### src/rtl/hazard_pkg.sv
// rtl/hazard_pkg.sv - shared encodings for the hazard control unit and pipeline top
package hazard_pkg;

  localparam int FWD_NONE = 0;

  // Control-bit ordering of the stall/flush vector shared with the pipeline top
  localparam int CTRL_STALL_F = 0;
  localparam int CTRL_STALL_D = 1;
  localparam int CTRL_FLUSH_D = 2;
  localparam int CTRL_FLUSH_E = 3;
  localparam int CTRL_W       = 4;

  function automatic int selW(input int fwdStages);
    return $clog2(fwdStages + 1);
  endfunction

  // Post-Execute stage k (0 = MEM) forwards on select value k+1
  function automatic int stageSel(input int k);
    return k + 1;
  endfunction

endpackage

### src/rtl/hazard_ctrl_unit_if.sv
// rtl/hazard_ctrl_unit_if.sv - pipeline-side hazard signals grouped for the control unit
interface hazard_ctrl_unit_if #(
  parameter int REG_ADDR_W = 5,
  parameter int NUM_SRC    = 2,
  parameter int FWD_STAGES = 2
);
  import hazard_pkg::*;
  localparam int SEL_W = selW(FWD_STAGES);

  logic [NUM_SRC*REG_ADDR_W-1:0]    rs_d;
  logic [NUM_SRC-1:0]               rs_valid_d;
  logic [REG_ADDR_W-1:0]            rd_d;
  logic                             wr_d;
  logic                             mc_d;
  logic [NUM_SRC*REG_ADDR_W-1:0]    rs_e;
  logic [NUM_SRC-1:0]               rs_valid_e;
  logic [REG_ADDR_W-1:0]            rd_e;
  logic                             wr_e;
  logic                             load_e;
  logic                             mc_issue_e;
  logic [FWD_STAGES*REG_ADDR_W-1:0] rd_stage;
  logic [FWD_STAGES-1:0]            wr_stage;
  logic                             mc_busy;
  logic                             mc_done;
  logic [REG_ADDR_W-1:0]            mc_rd_done;
  logic                             redirect_e;
  logic [NUM_SRC*SEL_W-1:0]         fwd_sel;
  logic                             stall_f;
  logic                             stall_d;
  logic                             flush_d;
  logic                             flush_e;

  modport master (
    output rs_d, rs_valid_d, rd_d, wr_d, mc_d, rs_e, rs_valid_e, rd_e, wr_e, load_e,
           mc_issue_e, rd_stage, wr_stage, mc_busy, mc_done, mc_rd_done, redirect_e,
    input  fwd_sel, stall_f, stall_d, flush_d, flush_e
  );

  modport slave (
    input  rs_d, rs_valid_d, rd_d, wr_d, mc_d, rs_e, rs_valid_e, rd_e, wr_e, load_e,
           mc_issue_e, rd_stage, wr_stage, mc_busy, mc_done, mc_rd_done, redirect_e,
    output fwd_sel, stall_f, stall_d, flush_d, flush_e
  );

endinterface

### src/rtl/hazard_ctrl_unit_mc_scoreboard.sv
// rtl/hazard_ctrl_unit_mc_scoreboard.sv - busy bits for registers awaiting a mul/div writeback
module mc_scoreboard #(
  parameter int REG_ADDR_W = 5,
  parameter int NUM_SRC    = 2
) (
  input  logic                          clk,
  input  logic                          rst_n,
  input  logic                          setEn,
  input  logic [REG_ADDR_W-1:0]         setAddr,
  input  logic                          clrEn,
  input  logic [REG_ADDR_W-1:0]         clrAddr,
  input  logic [NUM_SRC*REG_ADDR_W-1:0] rsAddr,
  input  logic [NUM_SRC-1:0]            rsValid,
  input  logic [REG_ADDR_W-1:0]         rdAddr,
  output logic                          srcBusy,
  output logic                          dstBusy
);

  logic [2**REG_ADDR_W-1:0] busy;

  // Set is applied after clear so a reissue to the retiring register stays busy
  always_ff @(posedge clk or negedge rst_n) begin
    if (!rst_n) begin
      busy <= '0;
    end else begin
      if (clrEn) busy[clrAddr] <= 1'b0;
      if (setEn && setAddr != '0) busy[setAddr] <= 1'b1;
    end
  end

  always_comb begin
    srcBusy = 1'b0;
    for (int i = 0; i < NUM_SRC; i++) begin
      if (rsValid[i] && busy[rsAddr[i*REG_ADDR_W +: REG_ADDR_W]]) srcBusy = 1'b1;
    end
  end

  assign dstBusy = busy[rdAddr];

endmodule

### src/rtl/hazard_ctrl_unit.sv
// rtl/hazard_ctrl_unit.sv - RAW forwarding selects plus stall/flush sequencing for the 5-stage core
module hazard_ctrl_unit
  import hazard_pkg::*;
#(
  parameter int REG_ADDR_W   = 5,
  parameter int NUM_SRC      = 2,
  parameter int FWD_STAGES   = 2,
  parameter int LOAD_LAT     = 1,
  parameter int REDIRECT_LAT = 1
) (
  input logic               clk,
  input logic               rst_n,
  hazard_ctrl_unit_if.slave hz
);

  localparam int SEL_W = selW(FWD_STAGES);
  localparam int LD_W  = $clog2(LOAD_LAT + 1);
  localparam int RD_W  = $clog2(REDIRECT_LAT + 2);

  logic [LD_W-1:0]   ldCnt;
  logic [RD_W-1:0]   redirCnt;
  logic              rdMatch;
  logic              ldHit;
  logic              ldStall;
  logic              srcBusy;
  logic              dstBusy;
  logic              sbStall;
  logic              stall;
  logic [CTRL_W-1:0] ctrl;

  for (genvar i = 0; i < NUM_SRC; i++) begin : gFwd
    logic [REG_ADDR_W-1:0] rsE;
    logic [SEL_W-1:0]      sel;
    assign rsE = hz.rs_e[i*REG_ADDR_W +: REG_ADDR_W];

    // Walk from the farthest stage so the nearest match is the last one written
    always_comb begin
      sel = SEL_W'(FWD_NONE);
      for (int k = FWD_STAGES - 1; k >= 0; k--) begin
        if (hz.wr_stage[k] && hz.rd_stage[k*REG_ADDR_W +: REG_ADDR_W] == rsE &&
            rsE != '0 && hz.rs_valid_e[i]) begin
          sel = SEL_W'(stageSel(k));
        end
      end
    end

    assign hz.fwd_sel[i*SEL_W +: SEL_W] = sel;
  end

  always_comb begin
    rdMatch = 1'b0;
    for (int i = 0; i < NUM_SRC; i++) begin
      if (hz.rs_valid_d[i] && hz.rs_d[i*REG_ADDR_W +: REG_ADDR_W] == hz.rd_e) rdMatch = 1'b1;
    end
  end

  assign ldHit   = hz.load_e & hz.wr_e & (hz.rd_e != '0) & rdMatch;
  assign ldStall = ldHit | (ldCnt != '0);

  // The hit cycle itself is the first bubble, so the counter covers the remaining LOAD_LAT-1
  always_ff @(posedge clk or negedge rst_n) begin
    if (!rst_n) begin
      ldCnt    <= '0;
      redirCnt <= '0;
    end else if (hz.redirect_e) begin
      ldCnt    <= '0;
      redirCnt <= RD_W'(REDIRECT_LAT);
    end else begin
      if (ldHit) ldCnt <= LD_W'(LOAD_LAT - 1);
      else if (ldCnt != '0) ldCnt <= ldCnt - LD_W'(1);
      if (redirCnt != '0) redirCnt <= redirCnt - RD_W'(1);
    end
  end

  mc_scoreboard #(
    .REG_ADDR_W (REG_ADDR_W),
    .NUM_SRC    (NUM_SRC)
  ) uScoreboard (
    .clk     (clk),
    .rst_n   (rst_n),
    .setEn   (hz.mc_issue_e),
    .setAddr (hz.rd_e),
    .clrEn   (hz.mc_done),
    .clrAddr (hz.mc_rd_done),
    .rsAddr  (hz.rs_d),
    .rsValid (hz.rs_valid_d),
    .rdAddr  (hz.rd_d),
    .srcBusy (srcBusy),
    .dstBusy (dstBusy)
  );

  assign sbStall = srcBusy | (hz.wr_d & dstBusy) | (hz.mc_d & hz.mc_busy);
  assign stall   = (ldStall | sbStall) & ~hz.redirect_e;

  always_comb begin
    ctrl               = '0;
    ctrl[CTRL_STALL_F] = stall;
    ctrl[CTRL_STALL_D] = stall;
    ctrl[CTRL_FLUSH_D] = hz.redirect_e | (redirCnt != '0);
    ctrl[CTRL_FLUSH_E] = stall | hz.redirect_e;
  end

  assign hz.stall_f = ctrl[CTRL_STALL_F];
  assign hz.stall_d = ctrl[CTRL_STALL_D];
  assign hz.flush_d = ctrl[CTRL_FLUSH_D];
  assign hz.flush_e = ctrl[CTRL_FLUSH_E];

endmodule

### src/flat_wrapper.sv
// flat-port wrapper written by rule: the top's interface ports become plain ports
module hazard_ctrl_unit_flat import hazard_pkg::*;
#(
  parameter int REG_ADDR_W   = 5,
  parameter int NUM_SRC      = 2,
  parameter int FWD_STAGES   = 2,
  parameter int LOAD_LAT     = 1,
  parameter int REDIRECT_LAT = 1
)
  (clk, rst_n, hz_rs_d, hz_rs_valid_d, hz_rd_d, hz_wr_d, hz_mc_d, hz_rs_e, hz_rs_valid_e, hz_rd_e, hz_wr_e, hz_load_e, hz_mc_issue_e, hz_rd_stage, hz_wr_stage, hz_mc_busy, hz_mc_done, hz_mc_rd_done, hz_redirect_e, hz_fwd_sel, hz_stall_f, hz_stall_d, hz_flush_d, hz_flush_e);
  hazard_ctrl_unit_if #(.REG_ADDR_W(REG_ADDR_W), .NUM_SRC(NUM_SRC), .FWD_STAGES(FWD_STAGES)) hz_i ();
  input logic clk;
  input logic rst_n;
  input wire logic [$bits(hz_i.rs_d)-1:0] hz_rs_d;
  input wire logic [$bits(hz_i.rs_valid_d)-1:0] hz_rs_valid_d;
  input wire logic [$bits(hz_i.rd_d)-1:0] hz_rd_d;
  input wire logic [$bits(hz_i.wr_d)-1:0] hz_wr_d;
  input wire logic [$bits(hz_i.mc_d)-1:0] hz_mc_d;
  input wire logic [$bits(hz_i.rs_e)-1:0] hz_rs_e;
  input wire logic [$bits(hz_i.rs_valid_e)-1:0] hz_rs_valid_e;
  input wire logic [$bits(hz_i.rd_e)-1:0] hz_rd_e;
  input wire logic [$bits(hz_i.wr_e)-1:0] hz_wr_e;
  input wire logic [$bits(hz_i.load_e)-1:0] hz_load_e;
  input wire logic [$bits(hz_i.mc_issue_e)-1:0] hz_mc_issue_e;
  input wire logic [$bits(hz_i.rd_stage)-1:0] hz_rd_stage;
  input wire logic [$bits(hz_i.wr_stage)-1:0] hz_wr_stage;
  input wire logic [$bits(hz_i.mc_busy)-1:0] hz_mc_busy;
  input wire logic [$bits(hz_i.mc_done)-1:0] hz_mc_done;
  input wire logic [$bits(hz_i.mc_rd_done)-1:0] hz_mc_rd_done;
  input wire logic [$bits(hz_i.redirect_e)-1:0] hz_redirect_e;
  output wire logic [$bits(hz_i.fwd_sel)-1:0] hz_fwd_sel;
  output wire logic [$bits(hz_i.stall_f)-1:0] hz_stall_f;
  output wire logic [$bits(hz_i.stall_d)-1:0] hz_stall_d;
  output wire logic [$bits(hz_i.flush_d)-1:0] hz_flush_d;
  output wire logic [$bits(hz_i.flush_e)-1:0] hz_flush_e;
  assign hz_i.rs_d = hz_rs_d;
  assign hz_i.rs_valid_d = hz_rs_valid_d;
  assign hz_i.rd_d = hz_rd_d;
  assign hz_i.wr_d = hz_wr_d;
  assign hz_i.mc_d = hz_mc_d;
  assign hz_i.rs_e = hz_rs_e;
  assign hz_i.rs_valid_e = hz_rs_valid_e;
  assign hz_i.rd_e = hz_rd_e;
  assign hz_i.wr_e = hz_wr_e;
  assign hz_i.load_e = hz_load_e;
  assign hz_i.mc_issue_e = hz_mc_issue_e;
  assign hz_i.rd_stage = hz_rd_stage;
  assign hz_i.wr_stage = hz_wr_stage;
  assign hz_i.mc_busy = hz_mc_busy;
  assign hz_i.mc_done = hz_mc_done;
  assign hz_i.mc_rd_done = hz_mc_rd_done;
  assign hz_i.redirect_e = hz_redirect_e;
  assign hz_fwd_sel = hz_i.fwd_sel;
  assign hz_stall_f = hz_i.stall_f;
  assign hz_stall_d = hz_i.stall_d;
  assign hz_flush_d = hz_i.flush_d;
  assign hz_flush_e = hz_i.flush_e;
  hazard_ctrl_unit #(.REG_ADDR_W(REG_ADDR_W), .NUM_SRC(NUM_SRC), .FWD_STAGES(FWD_STAGES), .LOAD_LAT(LOAD_LAT), .REDIRECT_LAT(REDIRECT_LAT)) u_core (.clk(clk), .rst_n(rst_n), .hz(hz_i));
endmodule
### config.mk
export PLATFORM = sky130hd
export DESIGN_NAME = hazard_ctrl_unit_flat
export DESIGN_NICKNAME = d
export VERILOG_FILES = /design/src/rtl/hazard_pkg.sv /design/src/rtl/hazard_ctrl_unit_if.sv /design/src/rtl/hazard_ctrl_unit_mc_scoreboard.sv /design/src/rtl/hazard_ctrl_unit.sv /design/src/flat_wrapper.sv
export SDC_FILE = /design/constraint.sdc
export NUM_CORES = 1
export LEC_CHECK = 0
export BUFFER_PORTS_ARGS = -buffer_cell sky130_fd_sc_hd__buf_2
export CAP_MARGIN = 25
export CELL_PAD_IN_SITES_DETAIL_PLACEMENT = 1
export CELL_PAD_IN_SITES_GLOBAL_PLACEMENT = 2
export CORE_ASPECT_RATIO = 1.25
export CORE_MARGIN = 2
export CORE_UTILIZATION = 30
export DETAILED_ROUTE_END_ITERATION = 7
export PLACE_DENSITY_LB_ADDON = 0.3
export SYNTH_ARGS = -nofsm -noshare
export SYNTH_HDL_FRONTEND = slang
export SYNTH_SLANG_ARGS = --single-unit
### constraint.sdc
create_clock -name clk -period 1.66 [get_ports clk]
set_input_delay 0 -clock clk [delete_from_list [all_inputs] [get_ports clk]]
set_output_delay 0 -clock clk [all_outputs]
set_load 0.02 [all_outputs]
Word level (Yosys, flattened, before mapping)
Index checks and enable logic that the tools add are counted.
{"block": "totals", "word_cells": 83, "ff_bits": 35, "input_bits": 61, "output_inout_bits": 8}
{"block": "op_classes", "n_eq_ne": 6, "add_sub_neg": 2, "bitwise_logic": 16, "n_mux": 25, "magnitude_cmp": 7, "reduce_logical": 24}
{"cell": "$mux 32", "count": 2}
{"cell": "$and 32x32->32", "count": 1}
{"cell": "$not 32->32", "count": 1}
{"cell": "$or 32x32->32", "count": 1}
{"cell": "$eq 5x5->1", "count": 6}
{"cell": "$lt 5x6->1 const B", "count": 5}
{"cell": "$logic_and 1x1->1", "count": 19}
{"cell": "$bmux 1 s5", "count": 3}
{"cell": "$reduce_bool 5->1", "count": 3}
{"cell": "$mux 1", "count": 12}
{"cell": "$mux 2", "count": 6}
{"cell": "$demux 1 s5", "count": 2}
{"cell": "$ge 5x1->1 const B", "count": 2}
{"cell": "$and 1x1->1", "count": 6}
{"cell": "$or 1x1->1", "count": 6}
{"cell": "$reduce_bool 2->1", "count": 2}
{"cell": "$sub 2x1->2 const B", "count": 1}
{"cell": "$not 1->1", "count": 1}
{"cell": "$sub 1x1->1 const B", "count": 1}

Depth between registers and ports, before layout
{"block": "depth", "ltp_word": 10, "mapped_depth": 7, "mapped_depth_nobuf": 5}

Hierarchy
A second synthesis with hierarchy kept.
{"block": "hier_totals", "hier_cells": 248, "area_unflattened_um2": 2650.0}
{"mod": "mc_scoreboard", "cells_each": 178, "seq_area_each_um2": 800.8, "area_per_inst_um2": 2092.0, "n_inst": 1}
{"mod": "hazard_ctrl_unit", "cells_each": 70, "seq_area_each_um2": 50.0, "area_per_inst_um2": 558.0, "n_inst": 1}

Least setup slack after synthesis
No wires, ideal clock.
{"block": "synth_path", "path_type": "flip-flop to output port", "start": "register u_core.uScoreboard.busy[30]", "end": "output port hz_stall_f", "n_path_buf": 1, "t_required_ns": 1.660, "path_stages_with_launch": 7, "arrival_ns": 1.892, "slack_ns": -0.232, "cell_sequence": "dfrtp_1 mux4_2 o22ai_1 o221ai_1 a222oi_1 a21oi_1 buf_4"}
{"block": "synth_via", "elab_chain_cells": 9, "word_cells_on_any_way": 15, "classes_between": "8 x mux; 5 x bitwise; 2 x reduce/logical"}
{"item": "start: declaration", "line_no": "hazard_ctrl_unit_mc_scoreboard.sv:19", "text": "logic [2**REG_ADDR_W-1:0] busy;"}
{"item": "start signal: assignment", "line_no": "hazard_ctrl_unit_mc_scoreboard.sv:24", "text": "busy <= '0;"}
{"item": "start signal: indexed assignment", "line_no": "hazard_ctrl_unit_mc_scoreboard.sv:26", "text": "if (clrEn) busy[clrAddr] <= 1'b0;"}
{"item": "start signal: indexed assignment", "line_no": "hazard_ctrl_unit_mc_scoreboard.sv:27", "text": "if (setEn && setAddr != '0) busy[setAddr] <= 1'b1;"}
{"item": "$bmux 1 s5", "line_no": "hazard_ctrl_unit_mc_scoreboard.sv:34", "text": "if (rsValid[i] && busy[rsAddr[i*REG_ADDR_W +: REG_ADDR_W]]) srcBusy = 1'b1;"}
{"item": "$mux 1 (implied by the code)", "line_no": "hazard_ctrl_unit_mc_scoreboard.sv:34"}
{"item": "$logic_and 1x1->1", "line_no": "hazard_ctrl_unit_mc_scoreboard.sv:34"}
{"item": "$mux 1 (2 in a row)", "line_no": "hazard_ctrl_unit_mc_scoreboard.sv:34"}
{"item": "$or 1x1->1 (*) (2 in a row)", "line_no": "hazard_ctrl_unit.sv:92", "text": "assign sbStall = srcBusy | (hz.wr_d & dstBusy) | (hz.mc_d & hz.mc_busy);"}
{"item": "$or 1x1->1 (*)", "line_no": "hazard_ctrl_unit.sv:93", "text": "assign stall = (ldStall | sbStall) & ~hz.redirect_e;"}
{"item": "$and 1x1->1 (*)", "line_no": "hazard_ctrl_unit.sv:93"}
{"item": "end: declaration", "line_no": "flat_wrapper.sv:32", "text": "output wire logic [$bits(hz_i.stall_f)-1:0] hz_stall_f;"}
Mark *: on every way between the ends. The rest lies on a longest branch, timed or not. The select of a mux whose other input is x is not followed.

Worst setup path in the final report
{"block": "layout_path", "start": "register u_core.uScoreboard.busy[14]", "end": "output port hz_flush_e"}
{"block": "layout_via", "elab_chain_cells": 10, "word_cells_on_any_way": 16, "classes_between": "8 x mux; 6 x bitwise; 2 x reduce/logical"}
{"item": "$bmux 1 s5", "line_no": "hazard_ctrl_unit_mc_scoreboard.sv:34"}
{"item": "$mux 1 (implied by the code)", "line_no": "hazard_ctrl_unit_mc_scoreboard.sv:34"}
{"item": "$logic_and 1x1->1", "line_no": "hazard_ctrl_unit_mc_scoreboard.sv:34"}
{"item": "$mux 1 (2 in a row)", "line_no": "hazard_ctrl_unit_mc_scoreboard.sv:34"}
{"item": "$or 1x1->1 (*) (2 in a row)", "line_no": "hazard_ctrl_unit.sv:92"}
{"item": "$or 1x1->1 (*)", "line_no": "hazard_ctrl_unit.sv:93"}
{"item": "$and 1x1->1 (*)", "line_no": "hazard_ctrl_unit.sv:93"}
{"item": "$or 1x1->1 (*)", "line_no": "hazard_ctrl_unit.sv:100", "text": "ctrl[CTRL_FLUSH_E] = stall | hz.redirect_e;"}
{"item": "end: declaration", "line_no": "flat_wrapper.sv:35", "text": "output wire logic [$bits(hz_i.flush_e)-1:0] hz_flush_e;"}
Marked as above.

==> out/results.tsv <==
stage	metric	value	unit
finish	drive_gt1_share	41.3	%
synth	synthArstFlopShare	100	%
sta	fin_crit	2.25	ns
finish	final_common_cell	o21ai_0	
floorplanning	die_x	89.2	um
routing	via_per_inst	5.51	
sta	max_slew_margin	47.9	%
floorplanning	start_util	31.1	%
run_status	violations	negative setup slack	
grt	grt_first_pass_wirelength	15.6	mm
critical_path	worstPathMaxFanout	4	
grt	grt_max_degree	35	
sta	timing.final.crit_share	135	%
floorplanning	rows	38	
routing	detail_route.wl_per_cell	20.7	um
sta	max_freq	445	MHz
power	power.total	3270	uW
routing	drc_errors	0	
sta	worst_slack	-0.585	ns
synth	syn-cell-area	2720	um2
placed_design	gp_congestion	0.803	
clocking	cts_root_buffer	clkbuf_8	
clocking	cts_buffer_depth	2	
grt	track_usage	20.9	%
sta	finalSetupViolations	3	
critical_path	path_class	reg -> out	
placed_design	io_buffers	68	
critical_path	worst_setup_path_start_kind	register	
run_status	status	finished, violations left	
clocking	clkLatencyLatePin	0.29	ns
clocking	cts.clk_slew.worst_paths	0.07	ns
power	peakVddDrop	270	uV
power	leakagePower	0.00149	uW
min_path	hold_path_class	in -> reg	
routing	via_count	2663	
synth	synth_top_area_share	31.3	%
synth	synth_edf_count	0	
sta	slew_viol_final	0	
clocking	htreeDepth	2	
routing	finalWirelength	9.99	mm
clocking	cts.sinks	34	
placed_design	place_inst	472	
floorplanning	core-area	8750	um2
floorplanning	dieHeight	110	um
grt	grt_overflow	0	
sta	final_hold_viol_count	0	
clocking	cts_tree	built	
sta	rsz0062_at_grt	yes	
synth	yosys_warnings	0	
finish	fillers	1048	
synth	ys_ff_latch	34	
finish	layout_common_cells	66 x o21ai_0, 65 x buf_2, 34 x dfrtp_1	
synth	syn-num-nets	330	
sta	fin_skew	0.000100	ns
routing	first_iter_violations	171	
synth	yosys.area.top_type	dfrtp_1	
routing	firstDrtPassIters	4	
synth	ys.flop_type	dfrtp_1	
finish	area_delta_synth_final	31.2	%
grt	grt_pass1_vias	2858	
synth	yosys-top-cells-area	dfrtp_1 31%, mux4_2 17%, o21ai_0 12%, xor2_1 5.8%, xnor2_1 4.2%	
routing	antenna_left	0	
critical_path	crit_arrival	2.25	ns
placed_design	hpwl	7.92	mm
critical_path	crit_path_end_kind	output pin	
finish	antenna_cells	0	
sta	worstMarginPinSlew	0.782	ns
floorplanning	die-area	9850	um2
clocking	numCtsBuffers	5	
job	drv_cap	0	
floorplanning	ios	69	
synth	syn_area_per_cell	10.2	um2
synth	synthDistinctLibCells	39	
critical_path	critPathRequiredTime	1.66	ns
power	p_per_area	915	nW/um2
grt	antenna_found_initial	0	
synth	yosysSeqAreaShare	31.3	%
synth	netlist_instances	268	
finish	finalNonFillerCells	483	
finish	fin_nets	424	
-- metrics by stage --
step | setup WS [ns] | area [um2] | setup TNS [ns] | util, % | hold WS (ns)
floorplan | -0.163 | 2730 | -0.226 | - | -0.296
global route | -0.701 | 3570 | -2.06 | 40.8 | 0.183
global placement | -0.308 | 3360 | -0.866 | 38.4 | 0.121
finish | -0.585 | 3570 | -1.71 | 40.8 | 0.185
detailed placement | -0.306 | 3360 | -0.892 | 38.4 | 0.133
CTS | -0.627 | 3500 | -1.86 | 40.0 | 0.176
-- layout make-up --
class | instances | area, um2 | share of cell area (%)
Multi-Input combinational cell | 209 | 1790 | 50.0
Sequential cell | 34 | 851 | 23.8
Tap cell | 120 | 150 | 4.20
Inverter | 9 | 33.8 | 0.946
Clock inverter | 2 | 37.5 | 1.05
Clock buffer | 6 | 72.6 | 2.03
Timing Repair Buffer | 103 | 639 | 17.9
-- where the power goes --
| group | internal, uW | switching [uW] |
|---|---|---|
| Sequential | 1030 | 162 |
| Combinational | 692 | 613 |
| Clock | 448 | 326 |
-- worst paths after layout --
path	from	endpoint	slack, ns	cells past startpoint
max reg2reg	u_core.redirCnt[0]$_DFFE_PN0P_	u_core.redirCnt[0]$_DFFE_PN0P_	0.65	4
min in group asynchronous	rst_n	u_core.uScoreboard.busy[15]$_DFF_PN0_	0.32	2
min	hz_mc_rd_done[3]	u_core.uScoreboard.busy[12]$_DFF_PN0_	0.19	4
min reg2reg	u_core.redirCnt[0]$_DFFE_PN0P_	u_core.redirCnt[0]$_DFFE_PN0P_	0.53	2
max in group asynchronous	rst_n	u_core.uScoreboard.busy[3]$_DFF_PN0_	0.84	2
max	u_core.uScoreboard.busy[14]$_DFF_PN0_	hz_flush_e	-0.59	7
-- worst max-delay path, stage by stage (launching register included) --
cell	delay [ns]
dfrtp_1	0.41
mux4_2	0.51
mux2i_4	0.19
a221oi_2	0.08
a222oi_1	0.35
buf_4	0.18
nand3b_1	0.08
buf_6	0.14
-- state kept, by name, indices dropped and copies added, names as in the netlist --
register and flops:
u_core.redirCnt 2, u_core.uScoreboard.busy 32
-- cells in the mapped netlist (2+ instances only) --
| master | count |
|---|---|
| a21oi_1 | 2 |
| a221oi_1 | 2 |
| buf_2 | 6 |
| buf_4 | 2 |
| buf_6 | 4 |
| clkbuf_1 | 4 |
| dfrtp_1 | 34 |
| inv_1 | 9 |
| mux2_2 | 5 |
| mux2i_1 | 10 |
| mux4_2 | 20 |
| nand2_1 | 6 |
| nand2b_1 | 3 |
| nand3_1 | 9 |
| nand3b_1 | 11 |
| nand4_1 | 2 |
| nor2_1 | 9 |
| nor3b_1 | 2 |
| nor4_1 | 4 |
| o21ai_0 | 66 |
| o221ai_1 | 3 |
| o22ai_1 | 3 |
| or3b_2 | 6 |
| or4_1 | 2 |
| xnor2_1 | 13 |
| xor2_1 | 18 |
-- per-layer routing --
layer	vias up	share of wire [%]	track usage (%)	routed length (um)
met3	13	5.5	3.06	549
li1	1203	-	-	-
met2	100	51	35.4	5130
met4	0	1.4	5.77	141
met1	1347	42	27.2	4170
met5	-	0	0	0
-- repair_timing --
item	CTS	global route
gates resized for setup	2	14
hold buffers	2	0
pin swaps	2	2
setup endpoints to repair	3	3
setup buffers	0	1
endpoints found under the hold margin	36	0
-- logic make-up after synthesis --
group / Yosys count / share of synthesized area, %
multiplexers: 36 / 23.3
flip-flops: 34 / 31.3
adder cells (fa/ha/maj): 1 / 0.460
AO/OA/AOI/OAI: 83 / 17.0
XOR/XNOR: 31 / 9.98
AND/OR/NAND/NOR: 58 / 12.9
buffers and inverters: 25 / 5.10
Note: power is estimated with default switching activity, not from simulation.
